[src/rtl/uart_pkg.sv]
// uart_pkg: shared UART constants, FSM state encoding and bit-timing helpers
package uart_pkg;
  localparam int DEF_CLK_FREQ = 50_000_000;
  localparam int DEF_BAUD = 9600;
  typedef enum logic [2:0] {IDLE, START, DATA, PARITY, STOP} state_t;
  function automatic int bit_cycles(input int clk_freq, input int baud);
    return clk_freq / baud;
  endfunction
  function automatic int half_cycles(input int clk_freq, input int baud);
    return bit_cycles(clk_freq, baud) / 2;
  endfunction
endpackage

[src/rtl/uart_baud_cnt.sv]
// uart_baud_cnt: bit-period counter with half-bit and full-bit ticks
//   clk, rst_n   : clock, async active-low reset
//   i_clear      : restart the count from 0 on the next edge
//   o_half_tick  : high on the last cycle of a half bit period
//   o_full_tick  : high on the last cycle of a full bit period (count wraps)
module uart_baud_cnt #(
  parameter int BIT_CYCLES = 5208,
  parameter int HALF_CYCLES = 2604
) (
  input  logic clk,
  input  logic rst_n,
  input  logic i_clear,
  output logic o_half_tick,
  output logic o_full_tick
);
  localparam int W = $clog2(BIT_CYCLES);
  logic [W-1:0] r_cnt;
  assign o_half_tick = r_cnt == W'(HALF_CYCLES - 1);
  assign o_full_tick = r_cnt == W'(BIT_CYCLES - 1);
  always_ff @(posedge clk or negedge rst_n)
    if (!rst_n) r_cnt <= '0;
    else r_cnt <= (i_clear || o_full_tick) ? '0 : r_cnt + 1'b1;
endmodule

[src/rtl/uart_rx.sv]
// uart_rx: 8-bit UART receiver, LSB-first, optional even parity (UART_RX_PARITY_EN)
//   clk, rst_n : clock, async active-low reset
//   rx         : serial line, idles high
//   rx_data    : last received byte       rx_valid : unconsumed byte present
//   rx_ack     : consumer pulse           parity_err/frame_err : status of rx_data
//   overrun    : sticky, byte lost        busy : FSM not in IDLE
module uart_rx import uart_pkg::*; #(
  parameter int CLK_FREQ = DEF_CLK_FREQ,
  parameter int BAUD = DEF_BAUD
) (
  input  logic       clk,
  input  logic       rst_n,
  input  logic       rx,
  output logic [7:0] rx_data,
  output logic       rx_valid,
  input  logic       rx_ack,
  output logic       parity_err,
  output logic       frame_err,
  output logic       overrun,
  output logic       busy
);
  localparam int BITC = bit_cycles(CLK_FREQ, BAUD);
  localparam int HALFC = half_cycles(CLK_FREQ, BAUD);
  state_t r_state, w_nxt;
  logic [1:0] r_sync;
  logic r_prev, r_stop, r_done;
  logic [7:0] r_shift;
  logic [2:0] r_idx;
  logic w_rx, w_half, w_full, w_clr, w_shift, w_stop;
`ifdef UART_RX_PARITY_EN
  logic r_par, r_perr, w_par;
  assign parity_err = r_perr;
`else
  assign parity_err = 1'b0;
`endif
  assign w_rx = r_sync[1];
  assign busy = r_state != IDLE;
  uart_baud_cnt #(.BIT_CYCLES(BITC), .HALF_CYCLES(HALFC)) u_cnt (
    .clk(clk), .rst_n(rst_n), .i_clear(w_clr), .o_half_tick(w_half), .o_full_tick(w_full)
  );
  always_ff @(posedge clk or negedge rst_n)
    if (!rst_n) r_state <= IDLE;
    else r_state <= w_nxt;
  // counter is held at 0 in IDLE and restarted after the start-bit centre,
  // so every later full tick lands on a bit centre
  always_comb begin
    w_nxt = r_state;
    w_clr = 1'b0;
    w_shift = 1'b0;
    w_stop = 1'b0;
`ifdef UART_RX_PARITY_EN
    w_par = 1'b0;
`endif
    case (r_state)
      IDLE: begin
        w_clr = 1'b1;
        if (r_prev && !w_rx) w_nxt = START;
      end
      START: if (w_half) begin
        w_clr = 1'b1;
        w_nxt = w_rx ? IDLE : DATA;
      end
      DATA: if (w_full) begin
        w_shift = 1'b1;
`ifdef UART_RX_PARITY_EN
        if (r_idx == 3'd7) w_nxt = PARITY;
`else
        if (r_idx == 3'd7) w_nxt = STOP;
`endif
      end
`ifdef UART_RX_PARITY_EN
      PARITY: if (w_full) begin
        w_par = 1'b1;
        w_nxt = STOP;
      end
`endif
      STOP: if (w_full) begin
        w_stop = 1'b1;
        w_nxt = IDLE;
      end
      default: w_nxt = IDLE;
    endcase
  end
  always_ff @(posedge clk or negedge rst_n)
    if (!rst_n) begin
      r_sync <= 2'b11;
      r_prev <= 1'b1;
      r_shift <= '0;
      r_idx <= '0;
      r_stop <= 1'b0;
      r_done <= 1'b0;
      rx_data <= '0;
      rx_valid <= 1'b0;
      frame_err <= 1'b0;
      overrun <= 1'b0;
    end else begin
      r_sync <= {r_sync[0], rx};
      r_prev <= w_rx;
      r_done <= w_stop;
      if (w_shift) begin
        r_shift <= {w_rx, r_shift[7:1]};
        r_idx <= r_idx + 1'b1;
      end
      if (w_stop) r_stop <= w_rx;
      // a completion beats a coincident ack; only an unacked completion overruns
      rx_valid <= r_done || (rx_valid && !rx_ack);
      if (r_done) begin
        rx_data <= r_shift;
        frame_err <= !r_stop;
        if (rx_valid && !rx_ack) overrun <= 1'b1;
      end
    end
`ifdef UART_RX_PARITY_EN
  always_ff @(posedge clk or negedge rst_n)
    if (!rst_n) begin
      r_par <= 1'b0;
      r_perr <= 1'b0;
    end else begin
      if (w_par) r_par <= w_rx;
      if (r_done) r_perr <= ^r_shift ^ r_par;
    end
`endif
endmodule

[config.mk]
export PLATFORM = sky130hd
export DESIGN_NAME = uart_rx
export DESIGN_NICKNAME = d
export VERILOG_FILES = /design/src/rtl/uart_pkg.sv /design/src/rtl/uart_baud_cnt.sv /design/src/rtl/uart_rx.sv
export SDC_FILE = /design/constraint.sdc
export NUM_CORES = 1
export LEC_CHECK = 0
export ABC_AREA = 1
export CAP_MARGIN = 20
export CORE_MARGIN = 10
export CORE_UTILIZATION = 56
export CTS_CLUSTER_DIAMETER = 150
export CTS_CLUSTER_SIZE = 25
export DETAILED_ROUTE_END_ITERATION = 8
export GPL_ROUTABILITY_DRIVEN = 0
export PLACE_DENSITY = 0.79
export SYNTH_ARGS = -nofsm -noshare
export SYNTH_HDL_FRONTEND = slang
export SYNTH_SLANG_ARGS = --single-unit
[constraint.sdc]
create_clock -name clk -period 1.78 [get_ports clk]
set_input_delay 0.178 -clock clk [delete_from_list [all_inputs] [get_ports clk]]
set_output_delay 0.178 -clock clk [all_outputs]
set_load 0.05 [all_outputs]
==> impl_metrics.json, run 1 <==
{
  "period_needed_ns": 1.70,
  "yosys-mux-area-fraction": 0,
  "cts_tree": "built",
  "antenna_cells": 0,
  "synth_compound_area_frac": 0.0690,
  "syn-cell-area_mm2": 0.00200,
  "worstSetupEndpointType": "output port",
  "status": "completed",
  "p_sw_frac": 0.302,
  "hold_end": "r_sync[0]$_DFF_PN1_",
  "synthCells": 232,
  "cp.required_ns": 1.60,
  "cts_buffers": 5,
  "fmaxAchievable_ghz": 0.590,
  "critical_path_buf_inv_count": 1,
  "hpwlAfterDp_um": 2440,
  "ys_top_cells_by_area": "dfrtp_1 (50%), nand2_1 (11%), o21ai_0 (6.3%)",
  "gr-usage-all-layers": 0.117,
  "h-tree-depth": 2,
  "vias": 1486,
  "clock_latency_ns": 0.34,
  "yosysTopAreaCellShare": 0.502,
  "synthXorXnorAreaFrac": 0.0219,
  "cp.arrival_ns": 1.52,
  "holdWs_ns": 0.233,
  "grt_max_degree": 44,
  "cts.reportedPaths.clkPinSlew_ns": 0.12,
  "finalClockSkew_ns": 0.00837,
  "async_flop_share": 1.00,
  "drtPass1Iterations": 4,
  "finalSetupViolCount": 0,
  "reg2regPathDepth": 6,
  "synth_edf_count": 0,
  "ys_warn_count": 0,
  "ff2ff_setup_slack_ns": 0.27,
  "synth.distinct_cells": 25,
  "ys_ff_latch": 43,
  "post_cts_buffers": 0,
  "clkSinkCount": 43,
  "instances_no_fill": 298,
  "avgSynthCellArea_um2": 8.60,
  "wirelength_um": 3380,
  "overflow": 0,
  "syn_to_final_growth_pct": 11.5,
  "p_leak_nw": 1.07,
  "synthAdderAreaFrac": 0.0188,
  "cts_resized": 0,
  "route.detailed.drc": 0,
  "start_util": 0.589,
  "num_io_pins": 17,
  "synth-simple-area-share": 0.268,
  "fin_nets": 258,
  "crit_cells": 1,
  "power_switching_mw": 0.542,
  "critPathMaxStageDelay_ns": 0.80,
  "final_max_slew_viol_count": 0,
  "internal-power_mw": 1.25,
  "combPwrFrac": 0.161,
  "cts_root_buf": "clkbuf_4",
  "grt_pass1_vias": 1418,
  "wl_per_cell_um": 11.3,
  "reg2reg_to": "r_idx[0]$_DFFE_PN0P_",
  "cp_slowest_cell": "clkdlybuf4s50_1",
  "coreArea_mm2": 0.00339,
  "num_rows": 21,
  "numPortBuffers": 15,
  "min_period_over_period": 0.952,
  "startpoint_type": "flop",
  "p_per_area_mw_per_mm2": 805,
  "synth_most_common_cell": "nand2_1",
  "irDropWorstVdd_v": 0.000628,
  "grt_pass1_wl_um": 6120,
  "r2r-start": "u_cnt.r_cnt[0]$_DFF_PN0_",
  "hold_viol_final": 0,
  "cp_top_family": "buffers and inverters",
  "hold_depth": 1,
  "clk_path_buf_depth": 2,
  "drt_iter0_markers": 126,
  "synth_commonest_cells": "nand2_1 (61), dfrtp_1 (40), inv_1 (28)",
  "drive_gt1_frac": 0.107,
  "power_frac_seq": 0.585,
  "pre_cts_ws_ns": 0.278,
  "synth_top_family_by_area": "simple AND/OR/NAND/NOR gates",
  "dp.cells": 289,
  "fin_ws_ns": 0.0847,
  "ant_nets": 0,
  "path_max_fanout": 2,
  "dieHeight_um": 79.7,
  "chipWidth_um": 79.7,
  "viasPerCell": 4.99,
  "synth_seq_area_share": 0.541,
  "syn_nets": 239,
  "min_path_type": "input pin to flop",
  "relSlewSlack": 0.660,
  "synth.largest_area_cell": "dfrtp_1",
  "grt_antenna_before_repair": 0,
  "synth_top_flop_cell": "dfrtp_1",
  "rsz0062_at_grt": "false",
  "cap_violations": 0,
  "crit_chain": "clkdlybuf4s50_1",
  "dieArea_mm2": 0.00635,
  "path_class": "flop to output port",
  "min_from": "rx",
  "p_clk_frac": 0.254,
  "worst_pin_slew_ns": 0.511,
  "setup-tns-final_ns": 0
}
-- placed cells by master (no fill, tap or decap), drive strengths merged, types with 3 or more instances in the layout --
cell type	count
buf	3
nand4	8
o21ai	25
xor2	5
inv	31
clkdlybuf4s50	13
nand3	11
dfstp	3
clkbuf	6
dfrtp	40
nand2	65
ha	3
nor3	3
nor2	30
-- cells by family (layout without fill, tap and decap cells) --
| family | after synthesis | in the layout |
|---|---|---|
| buffers and inverters | 36 | 56 |
| other | 1 | 1 |
| adder cells (fa/ha/maj) | 3 | 3 |
| XOR/XNOR | 5 | 5 |
| flip-flops | 43 | 43 |
| AND/OR/NAND/NOR | 117 | 117 |
| AO/OA/AOI/OAI | 27 | 27 |
-- state kept, by name (all words and copies together), names as in the netlist --
name         cells
r_done           1
r_idx            3
r_state          3
r_prev           1
frame_err        1
r_shift          8
rx_data          8
rx_valid         1
r_stop           1
u_cnt.r_cnt     13
overrun          1
r_sync           2
-- how the worst max path moves through the flow --
stage | slack [ns] | end | from
CTS | 0.07 | rx_data[6] | rx_data[6]$_DFFE_PN0P_
global placement | 0.33 | r_shift[3]$_DFFE_PN0P_ | u_cnt.r_cnt[0]$_DFF_PN0_
floorplan | 0.31 | u_cnt.r_cnt[10]$_DFF_PN0_ | r_state[1]$_DFFE_PN0P_
finish | 0.08 | rx_data[6] | rx_data[6]$_DFFE_PN0P_
detailed placement | 0.28 | r_idx[0]$_DFFE_PN0P_ | u_cnt.r_cnt[0]$_DFF_PN0_
global route | 0.02 | rx_data[1] | rx_data[1]$_DFFE_PN0P_
-- layout make-up --
class                      instances  area [um2]
multi-input combinational        153         758
clock inverter                     2        12.5
tap                               46        57.6
inverter                          31         116
clock buffer                       6        41.3
timing repair buffer              17         160
fill                             282        1160
sequential                        43        1080
-- routing by layer --
layer,vias up,GRT usage,share of wire
li1,761,-,-
met1,694,0.153,0.50
met2,24,0.180,0.44
met3,7,0.0293,0.046
met4,0,0.0484,0.018
met5,-,0,0
-- stage by stage --
| stage | power [mW] | util | cell area [um2] |
|---|---|---|---|
| after global placement | 1.35 | 0.638 | 2160 |
| final | 1.79 | 0.657 | 2230 |
| after detailed placement | 1.36 | 0.638 | 2160 |
| after CTS | 1.81 | 0.657 | 2230 |
| after floorplan | 1.29 | - | 2000 |
| after global routing | 1.90 | 0.657 | 2230 |
-- power groups by stage --
stage          clock network, mW  registers (mW)  logic (mW)
4_1_cts                    0.471            1.05       0.293
5_1_grt                    0.517            1.06       0.329
3_5_place_dp                   0            1.07       0.291
6_report                   0.455            1.05       0.289
3_3_place_gp                   0            1.06       0.287
2_1_floorplan                  0            1.06       0.232
-- what timing repair did --
action	4_1_cts	5_1_grt
setup endpoints to repair	0	0
endpoints found under the hold margin	40	0
hold buffers	1	0
Note: power is estimated with default switching activity, not from simulation.
==> run 2, diff against run 1 <==
CORE_UTILIZATION = 30   (was 56)
PLACE_DENSITY = 0.48   (was 0.79)
SLEW_MARGIN = 20   (was default)
==> run 2 against run 1 <==
Compared with the run above: clock skew is 0.0020 ns lower; critical path depth stayed put; die area is 62% higher; clock power is 35% higher; sequential share of layout area is 1.5 points lower; power is 8.9% higher; register-to-register slack better by 0.02 ns; hold slack better by 0.045 ns; global-route usage is 3.5 points lower; largest power group unchanged.
==> impl_metrics.json, run 2 (synthesis results as in run 1) <==
{
  "wirelength_um": 3770,
  "period_needed_ns": 1.65,
  "worst_pin_slew_ns": 0.543,
  "min_from": "rx",
  "multiInputGateArea_um2": 758,
  "numPortBuffers": 15,
  "cp_top_family": "buffers and inverters",
  "antenna_cells": 0,
  "viasPerCell": 4.44,
  "cts_root_buf": "clkbuf_8",
  "wl_met2_um": 1700,
  "cap_violations": 0,
  "met3_length_um": 132,
  "wl_per_cell_um": 11.5,
  "fin_nets": 258,
  "largest_reg_flops": 13,
  "cp_slowest_cell": "clkdlybuf4s50_1",
  "startpoint": "rx_data[0]$_DFFE_PN0P_",
  "dieHeight_um": 102,
  "relSlewSlack": 0.638,
  "coreArea_mm2": 0.00642,
  "chipWidth_um": 102,
  "critPathMaxStageDelay_ns": 0.81,
  "clk_path_buf_depth": 2,
  "largest-register": "u_cnt.r_cnt",
  "route.detailed.drc": 0,
  "fin_ws_ns": 0.129,
  "cts_buffers": 5,
  "cp.arrival_ns": 1.47,
  "syn_to_final_growth_pct": 15.0,
  "grt_antenna_before_repair": 0,
  "power_frac_seq": 0.536,
  "finalSetupViolCount": 0,
  "clkSinkCount": 43,
  "setup-tns-final_ns": 0,
  "seqCellArea_mm2": 0.00108,
  "vias": 1461,
  "combPwrFrac": 0.149,
  "largestRegisters": "u_cnt.r_cnt x13, r_shift x8, rx_data x8",
  "p_sw_frac": 0.297,
  "num_rows": 29,
  "grt_max_degree": 44,
  "mostFrequentLayoutCell": "nand2_1",
  "hold_viol_final": 0,
  "drtPass1Iterations": 4,
  "p_clk_frac": 0.315,
  "cts_tree": "built",
  "hpwlAfterDp_um": 2680,
  "dieArea_mm2": 0.0103,
  "fmaxAchievable_ghz": 0.606,
  "final_max_slew_viol_count": 0,
  "worstSetupEndpointType": "output port",
  "final_cell_mix": "nand2_1 (61), dfrtp_1 (40), inv_1 (28)",
  "cts.reportedPaths.clkPinSlew_ns": 0.08,
  "crit_chain": "clkdlybuf4s50_1",
  "p_per_area_mw_per_mm2": 851,
  "start_util": 0.311,
  "min_path_type": "input pin to flop",
  "cp.required_ns": 1.60,
  "gr-usage-all-layers": 0.0822,
  "overflow": 0,
  "grt_pass1_wl_um": 6820,
  "startpoint_type": "flop",
  "num_io_pins": 17,
  "irDropWorstVdd_v": 0.000337,
  "grt_pass1_vias": 1440,
  "power_switching_mw": 0.581,
  "ant_nets": 0,
  "r2r-start": "u_cnt.r_cnt[0]$_DFF_PN0_",
  "n_fill_cell": 681,
  "top_layer": "met4",
  "p_leak_nw": 1.08,
  "critical_path_buf_inv_count": 1,
  "status": "completed",
  "clock_latency_ns": 0.29,
  "cts_resized": 0,
  "min_period_over_period": 0.928,
  "pre_cts_ws_ns": 0.276,
  "drt_iter0_markers": 101,
  "drive_gt1_frac": 0.107,
  "drt-met1-wl_um": 1850,
  "internal-power_mw": 1.37,
  "finalClockSkew_ns": 0.00640,
  "path_max_fanout": 2,
  "h-tree-depth": 2,
  "rsz0062_at_grt": "false",
  "path_class": "flop to output port"
}
## run 2: changes by cell type in the layout (fill, tap and decap cells not counted)
cell      delta
clkbuf_8     +5
clkbuf_4     -5
## run 2: final timing paths
path	end	slack (ns)	cells past startpoint
max	rx_data[0]	0.13	1
min	r_sync[0]$_DFF_PN1_	0.28	1
max reg2reg	r_idx[0]$_DFFE_PN0P_	0.29	6
min reg2reg	r_sync[1]$_DFF_PN1_	0.36	0
max in group asynchronous	r_prev$_DFF_PN1_	0.92	3
min in group asynchronous	u_cnt.r_cnt[7]$_DFF_PN0_	0.49	3
## run 2: metrics by stage
| stage | total power, mW | instances | cell area (um2) | utilization | hold WS [ns] |
|---|---|---|---|---|---|
| after detailed placement | 1.36 | 320 | 2200 | 0.343 | 0.292 |
| after floorplan | 1.29 | 232 | 2000 | - | -0.118 |
| after global placement | 1.37 | 320 | 2200 | 0.343 | 0.291 |
| final | 1.95 | 329 | 2300 | 0.357 | 0.278 |
| after global routing | 2.07 | 329 | 2300 | 0.357 | 0.267 |
| after CTS | 1.99 | 329 | 2300 | 0.357 | 0.269 |
## run 2: layout make-up
class                      instances  share of cell area
timing repair buffer              17              0.0698
clock buffer                       6              0.0316
multi-input combinational        153               0.330
clock inverter                     2             0.00545
sequential                        43               0.470
inverter                          31              0.0507
tap                               77              0.0420
## run 2: per-layer routing
layer,up-vias,GRT usage
met3,5,0.0245
met5,-,0
met2,17,0.127
met4,0,0.0396
met1,678,0.102
li1,761,-
## run 2: repair_timing
action                                 4_1_cts  5_1_grt
endpoints found under the hold margin       40        0
setup endpoints to repair                    0        0
buffers inserted                             0        0
hold buffers                                 1        0
## run 2: power groups by stage
stage               logic [mW]  registers (mW)  clock network (mW)
floorplan                0.232            1.06                   0
global placement         0.301            1.07                   0
detailed placement       0.295            1.07                   0
CTS                      0.299            1.05               0.642
global route             0.334            1.05               0.681
finish                   0.290            1.05               0.616
==> run 3, diff against run 2 <==
CTS_CLUSTER_SIZE = default   (was 25)
==> results of run 3 <==
Same layout as run 2: the final DEF is identical, and so are final timing and power.
